**config.mk**
```make
export PLATFORM = sky130hd
export DESIGN_NAME = nano_mem_slave
export DESIGN_NICKNAME = d
export VERILOG_FILES = /design/src/rtl/nano_mem_slave.sv
export SDC_FILE = /design/constraint.sdc
export NUM_CORES = 2
export LEC_CHECK = 0
export BUFFER_PORTS_ARGS = -buffer_cell sky130_fd_sc_hd__clkbuf_2
export CAP_MARGIN = 20
export CORE_MARGIN = 10
export CORE_UTILIZATION = 57
export DETAILED_ROUTE_END_ITERATION = 6
export HOLD_SLACK_MARGIN = 0.02
export PLACE_DENSITY = 0.76
export SYNTH_ARGS = -nofsm -noshare
export SYNTH_HDL_FRONTEND = slang
export SYNTH_SLANG_ARGS = --single-unit
```
**constraint.sdc**
```tcl
create_clock -name clk -period 5.39 [get_ports clk]
set_input_delay 0.2695 -clock clk [delete_from_list [all_inputs] [get_ports clk]]
set_output_delay 0.2695 -clock clk [all_outputs]
set_load 0.03 [all_outputs]
```
**src/rtl/nano_mem_slave.sv**
```systemverilog
// Memory-side responder for the nanoprocessor RAM bus: 254-byte store, timer and
// synchronized switches at the top two addresses, plus a byte-stream loader that holds the CPU.
//
// state   | meaning
// --------+-------------------------------------------------------------
// ST_IDLE | processor owns the bus; reads/writes serviced, loader stalled
// ST_LOAD | loader owns memory; cpu_hold/ld_ready high, CPU bus ignored
module nano_mem_slave #(
   parameter logic [15:0] TIMER_DIV = 16'd50000
) (
   input  logic       clk,
   input  logic       reset_n,
   input  logic       ram_write,
   input  logic [7:0] ram_addr,
   input  logic [7:0] ram_data_write,
   output logic [7:0] ram_data_read,
   input  logic [7:0] sw,
   input  logic       ld_start,
   input  logic       ld_valid,
   input  logic [7:0] ld_data,
   input  logic       ld_last,
   output logic       ld_ready,
   output logic       cpu_hold,
   output logic       ld_full
);

   localparam logic [0:0] ST_IDLE = 1'b0;
   localparam logic [0:0] ST_LOAD = 1'b1;

   localparam logic [7:0] ADDR_TOP   = 8'hFD;
   localparam logic [7:0] ADDR_TIMER = 8'hFE;
   localparam logic [7:0] ADDR_SW    = 8'hFF;

   logic [0:0]  state_q, state_d;
   logic [7:0]  ptr_q, ptr_d;
   logic        full_q, full_d;
   logic [7:0]  timer_q, timer_d;
   logic [15:0] presc_q, presc_d;
   logic [7:0]  sw_s1_q, sw_s1_d;
   logic [7:0]  sw_s2_q, sw_s2_d;

   logic [7:0]  mem_q [0:253];
   logic        mem_we;
   logic [7:0]  mem_waddr;
   logic [7:0]  mem_wdata;
   logic        timer_clr;

   always_comb begin
      state_d   = state_q;
      ptr_d     = ptr_q;
      full_d    = full_q;
      mem_we    = 1'b0;
      mem_waddr = ram_addr;
      mem_wdata = ram_data_write;
      timer_clr = 1'b0;
      case (state_q)
         ST_IDLE: begin
            if (ram_write) begin
               if (ram_addr <= ADDR_TOP) begin
                  mem_we = 1'b1;
               end else if (ram_addr == ADDR_TIMER) begin
                  timer_clr = 1'b1;
               end
            end
            if (ld_start) begin
               state_d = ST_LOAD;
               ptr_d   = 8'h00;
               full_d  = 1'b0;
            end
         end
         ST_LOAD: begin
            if (ld_valid) begin
               mem_we    = 1'b1;
               mem_waddr = ptr_q;
               mem_wdata = ld_data;
               ptr_d     = ptr_q + 8'h01;
               // the last storage byte ends the load whether or not ld_last is set
               if (ptr_q == ADDR_TOP) begin
                  full_d  = 1'b1;
                  state_d = ST_IDLE;
               end
               if (ld_last) begin
                  state_d = ST_IDLE;
               end
            end
         end
         default: state_d = ST_IDLE;
      endcase
   end

   // a timer clear overrides a coincident prescaler wrap
   always_comb begin
      timer_d = timer_q;
      presc_d = presc_q + 16'd1;
      if (timer_clr) begin
         timer_d = 8'h00;
         presc_d = 16'd0;
      end else if (presc_q >= TIMER_DIV - 16'd1) begin
         timer_d = timer_q + 8'h01;
         presc_d = 16'd0;
      end
   end

   assign sw_s1_d = sw;
   assign sw_s2_d = sw_s1_q;

   always_ff @(posedge clk or negedge reset_n) begin
      if (!reset_n) begin
         state_q <= ST_IDLE;
         ptr_q   <= 8'h00;
         full_q  <= 1'b0;
         timer_q <= 8'h00;
         presc_q <= 16'd0;
         sw_s1_q <= 8'h00;
         sw_s2_q <= 8'h00;
      end else begin
         state_q <= state_d;
         ptr_q   <= ptr_d;
         full_q  <= full_d;
         timer_q <= timer_d;
         presc_q <= presc_d;
         sw_s1_q <= sw_s1_d;
         sw_s2_q <= sw_s2_d;
      end
   end

   // storage is deliberately left out of reset so a loaded image survives a CPU reset
   always_ff @(posedge clk) begin
      if (mem_we) begin
         mem_q[mem_waddr] <= mem_wdata;
      end
   end

   always_comb begin
      ram_data_read = 8'h00;
      if (state_q == ST_IDLE) begin
         if (ram_addr == ADDR_SW) begin
            ram_data_read = sw_s2_q;
         end else if (ram_addr == ADDR_TIMER) begin
            ram_data_read = timer_q;
         end else begin
            ram_data_read = mem_q[ram_addr];
         end
      end
   end

   assign ld_ready = (state_q == ST_LOAD);
   assign cpu_hold = (state_q == ST_LOAD);
   assign ld_full  = full_q;

endmodule

```
**Word-level counts from Yosys, hierarchy flattened**

Memory sizes are Yosys's and may differ from the RTL's.
Index checks and enable logic that the tools add are counted.

- Add/sub/neg operators: 3
- Order comparisons: 2
- Eq/ne operators: 6
- Mux-type cells: 33
- Bitwise operators: 1
- Reduce and logical (&&, ||, !) cells: 3

Operators by type and width:

| kind | number |
|---|---|
| $mux 8 | 11 |
| $mux 16 | 2 |
| $eq 8x8->1 const B | 3 |
| $add 16x1->16 const B | 1 |
| $add 8x1->8 const B | 2 |
| $ge 16x16->1 const B | 1 |
| $mux 1 | 16 |
| $pmux 8 s2 | 1 |
| $le 8x8->1 const B | 1 |
| $pmux 1 s2 | 3 |
| $ne 2x2->1 const B | 2 |
| $reduce_and 3->1 | 1 |
| $ne 2x1->1 const B | 1 |
| $reduce_and 2->1 | 1 |
| $reduce_bool 2->1 | 1 |
| $not 1->1 | 1 |

- Register bits: 50
- Memory bits (writable): 2032
- Input port bits: 38
- Output and inout port bits: 11
- Word-level logic and storage cells: 56
- Memories: 1

Memories:

| name | words | width | read ports | clocked after memory_dff | write ports | RTL line | RTL |
|---|---|---|---|---|---|---|---|
| mem_q | 254 | 8 | 1 | 0 | 1 | 42 | `logic [7:0] mem_q [0:253];` |

**Depth between registers and ports, before layout**

- Depth after elaboration: 6
- Gate-level depth with buffers: 12
- Depth with buffers taken out: 8

**Least setup slack after synthesis**

OpenSTA, ideal clock, no wires.

- Kind: register to register
- Start: register state_q, in the netlist cpu_hold
- End: memory mem_q[0][0] (data pin)
- Library setup time: 0.818 ns
- Data arrival time: 4.558 ns
- Required time: 4.572 ns
- Slack: 0.014 ns
- Cell stages (with the launch flop): 7
- Path buffers: 3
- Period minus slack after synthesis: 5.376 ns
- Cell sequence: dfrtp_1 -> clkbuf_1 -> and2_1 -> clkbuf_1 -> buf_1 -> nand2_1 -> nand2_1

- Cells in the longest elaborated chain, start to end: 1

RTL lines:

| element | RTL line | RTL |
|---|---|---|
| from (decl) | 34 | `logic [0:0] state_q, state_d;` |
| from (signal assigned) | 117 | `state_q <= state_d;` |
| $mux 8 | 56 | `case (state_q)` |
| named net mem_wdata[0] | 45 | `logic [7:0] mem_wdata;` |
| to (decl) | 42 |  |

The timed path passes the listed nets, and every way through them passes these cells.

**Worst setup path in the final report**

- Start: input ram_addr[0]
- End: output ram_data_read[0]

- Cells in the longest elaborated chain, start to end: 4
- Elaborated cells between the ends (all ways): 6
- Classes of those cells: eq/ne: 2; mux: 3; memory: 1

RTL lines:

| element | RTL line | RTL |
|---|---|---|
| from (decl) | 14 | `input logic [7:0] ram_addr,` |
| $mem_v2 254x8 or $eq 8x8->1 (tied branches) | -- |  |
| $mux 8 | 139 | `end else if (ram_addr == ADDR_TIMER) begin` |
| $mux 8 * | 137 | `if (ram_addr == ADDR_SW) begin` |
| $mux 8 * | 136 | `if (state_q == ST_IDLE) begin` |
| to (decl) | 16 | `output logic [7:0] ram_data_read,` |

Every way passes the cells marked *; elsewhere a longest branch is shown, timed or not.

==> run summary <==
outcome: completed
DRT Wirelength: 209 mm
area share of the largest cell type after synthesis: 0.745
Layout area overhead: 11.0%
first-pass GRT wire length: 303 mm
kind of critical path: in -> out
Max Fclk: 0.220 GHz
CP Capture Type: output port
cell with the most instances after synthesis: edfxtp_1
Startpoint Class: primary input
skew final: 47.8 ps
setup tns final: 0 ps
antenna violation net count after detailed routing: 0
Initial Util: 0.572
pre-CTS setup slack: 834 ps
Net Sw Frac: 0.226
Synth top cells by count: 2032 x edfxtp_1, 365 x mux4_2, 363 x mux2i_1
layout cells sized above 1: 0.195
Leak: 29.3 nW
largest net degree at the start of global routing: 139
Setup Buffers After CTS: 0
GP Congestion: 0.909
# fillers: 9340
vias in the first global route: 42382
syn_nets: 4213
gr usage total: 0.261
Tot Pwr: 33.6 mW
Data arrival, critical path: 4290 ps
EDFF count, synth: 2032
ys async rst share: 0.0240
RR Startpoint: cpu_hold
switching power: 7.57 mW
hpwl dp: 125 mm
Synth Warn #: 0
Hold Crit Endpoint: sw_s1_q[7]
root buf cell: clkbuf_16
Reg clk slew, reported paths: 60 ps
leading area contributor after synthesis: edfxtp_1
Slew @ Worst Pin: 1060 ps
total grt overflow: 0
placed cells: 6031
Worst-Skew Late Latency: 850 ps
Logic pwr share: 0.068
Via density: 6.75
Req. time, crit path: 5120 ps
internal power: 26.0 mW
Core ar.: 143000 um^2
endpoints failing hold: 0
IR Drop Worst-Case VDD: 371 uV
Nets: 4387
Yosys cell types: 74
fin cells: 6410
die width: 399 um
max cap viols: 0
# setup viols final: 0
Clock Sinks: 2082
clock group share of total power: 0.390
terminus of the critical flop-to-flop path: mem_q[152][2]
RSZ-0062 raised after global routing: false
final slew viol count: 0
H-tree levels: 4
Detailed Routing Iterations Pass 1: 7
Ports: 49
synthesized flop and latch total: 2082
initial antenna violation count: 6
placement row count: 139
sequential fraction of the synthesis area: 0.760
Reg2Reg Depth: 6
pwr dens: 369 nW/um^2
DR vias: 43297
Die Y: 399 um
CTS tree: yes
synthesized cell area: 82000 um^2
Resize count post-CTS: 0
Most used DFF post-synth: edfxtp_1
wire per inst: 32.6 um
Post-CTS Hold Buffers: 16
CTS buffer count: 195
DRC: 0
reg2reg setup slack: 1290 ps
Hold Path Depth: 2
final setup margin: 835 ps
Rel. slew slack: 0.287
fin crit period: 4560 ps
Tcrit/Tclk final: 0.845
clk buf depth: 3
Synth Instances: 4171
Iteration-0 DRC Markers: 6540
Die ar.: 159000 um^2
min-delay worst type: in -> reg
Buffers on Ports: 48
Finished Core Util: 0.635
top cells by area, synth: edfxtp_1 74%, mux4_2 10%, mux2i_1 4.4%
largest fanout on the critical path: 42
synthesized area per cell: 19.6 um^2
Hold Startpoint: sw[7]
sequential share of power: 0.541
==> how the worst max path moves through the flow <==
stage                           start                to  slack, ps  cells after the start
after CTS                 ram_addr[1]  ram_data_read[1]        810                      9
after floorplan              cpu_hold       mem_q[0][0]         10                      6
after detailed placement  ram_addr[1]  ram_data_read[1]        830                      9
after global placement    ram_addr[0]  ram_data_read[2]        900                     12
after global routing      ram_addr[0]  ram_data_read[0]        770                     11
final                     ram_addr[0]  ram_data_read[0]        830                     11
==> placed cells by master (no fill, tap or decap), types with 12 or more instances in the layout <==
cell           instances
buf_12                35
mux4_2               365
nand3_1               38
a2111oi_0             12
nand2_1              131
a221oi_1              24
buf_4                130
mux2_2                15
nand3b_1              13
a211oi_1              32
nor4_1                13
edfxtp_1            2032
nor3_1                14
dlygate4sd3_1         16
nor2_1               335
o22ai_1               61
clkbuf_16            196
xor2_1                16
dfrtp_1               50
mux2i_1              363
clkinv_2              27
clkbuf_2              43
o21ai_0               89
a21oi_1               76
clkinv_1              49
clkbuf_1              55
o221ai_1              76
==> layout make-up <==
class                   instances  area (um^2)  area share
well taps                    1903         2380      0.0262
inverters                       7         30.0    0.000330
diodes                          3         7.51   0.0000825
repair buffers                233         2220      0.0244
clock inverters               105          916      0.0101
clock buffers                 251         5110      0.0562
flip-flops and latches       2082        62300       0.684
multi-input cells            1826        18000       0.198
==> logic make-up (layout without fill, tap and decap cells) <==
group | count (synthesis) | in the layout | share of synthesized area
AOI/OAI and AO/OA | 448 | 448 | 0.0377
xor gates and xnor gates | 23 | 23 | 0.00246
adders and majority gates | 4 | 4 | 0.000611
buffers and inverters | 263 | 596 | 0.0212
DFF | 2082 | 2082 | 0.760
muxes | 743 | 743 | 0.147
other | 0 | 3 | 0
and+or+nand+nor | 608 | 608 | 0.0315
==> critical path, cell delays in order <==
cell	delay (ps)
buf_8	440
buf_12	330
buf_4	360
mux4_2	550
nor2b_1	150
a211oi_1	370
a21oi_1	100
o211ai_1	590
a311oi_1	350
a211o_1	480
clkbuf_2	260
==> through the flow <==
step,hold slack [ps],area [um^2]
4_1_cts,22.1,90900
3_3_place_gp,339,84600
5_1_grt,85.3,91000
2_1_floorplan,-26.1,82000
3_5_place_dp,337,84700
6_report,75.6,91000
==> power groups by stage <==
stage	Sequential [mW]	Combinational, mW	Clock [mW]
final	18.2	2.29	13.1
after global routing	18.2	2.38	13.8
after CTS	18.2	2.24	13.2
after detailed placement	18.5	2.22	0
after global placement	18.5	2.16	0
after floorplan	18.7	1.27	0
==> sequential cells by signal, indices dropped and copies added, names as in the netlist <==
register  count
mem_q      2032
presc_q      16
ptr_q         8
sw_s1_q       8
sw_s2_q       8
timer_q       8
cpu_hold      1
ld_full       1
==> metal layers <==
layer,GRT usage,vias up,part of all wire
li1,-,17390,-
met1,0.363,22299,0.36
met2,0.397,3069,0.46
met3,0.0707,527,0.13
met4,0.105,12,0.045
met5,0,-,0.00039
No activity file was read; power rests on OpenSTA's default activity.
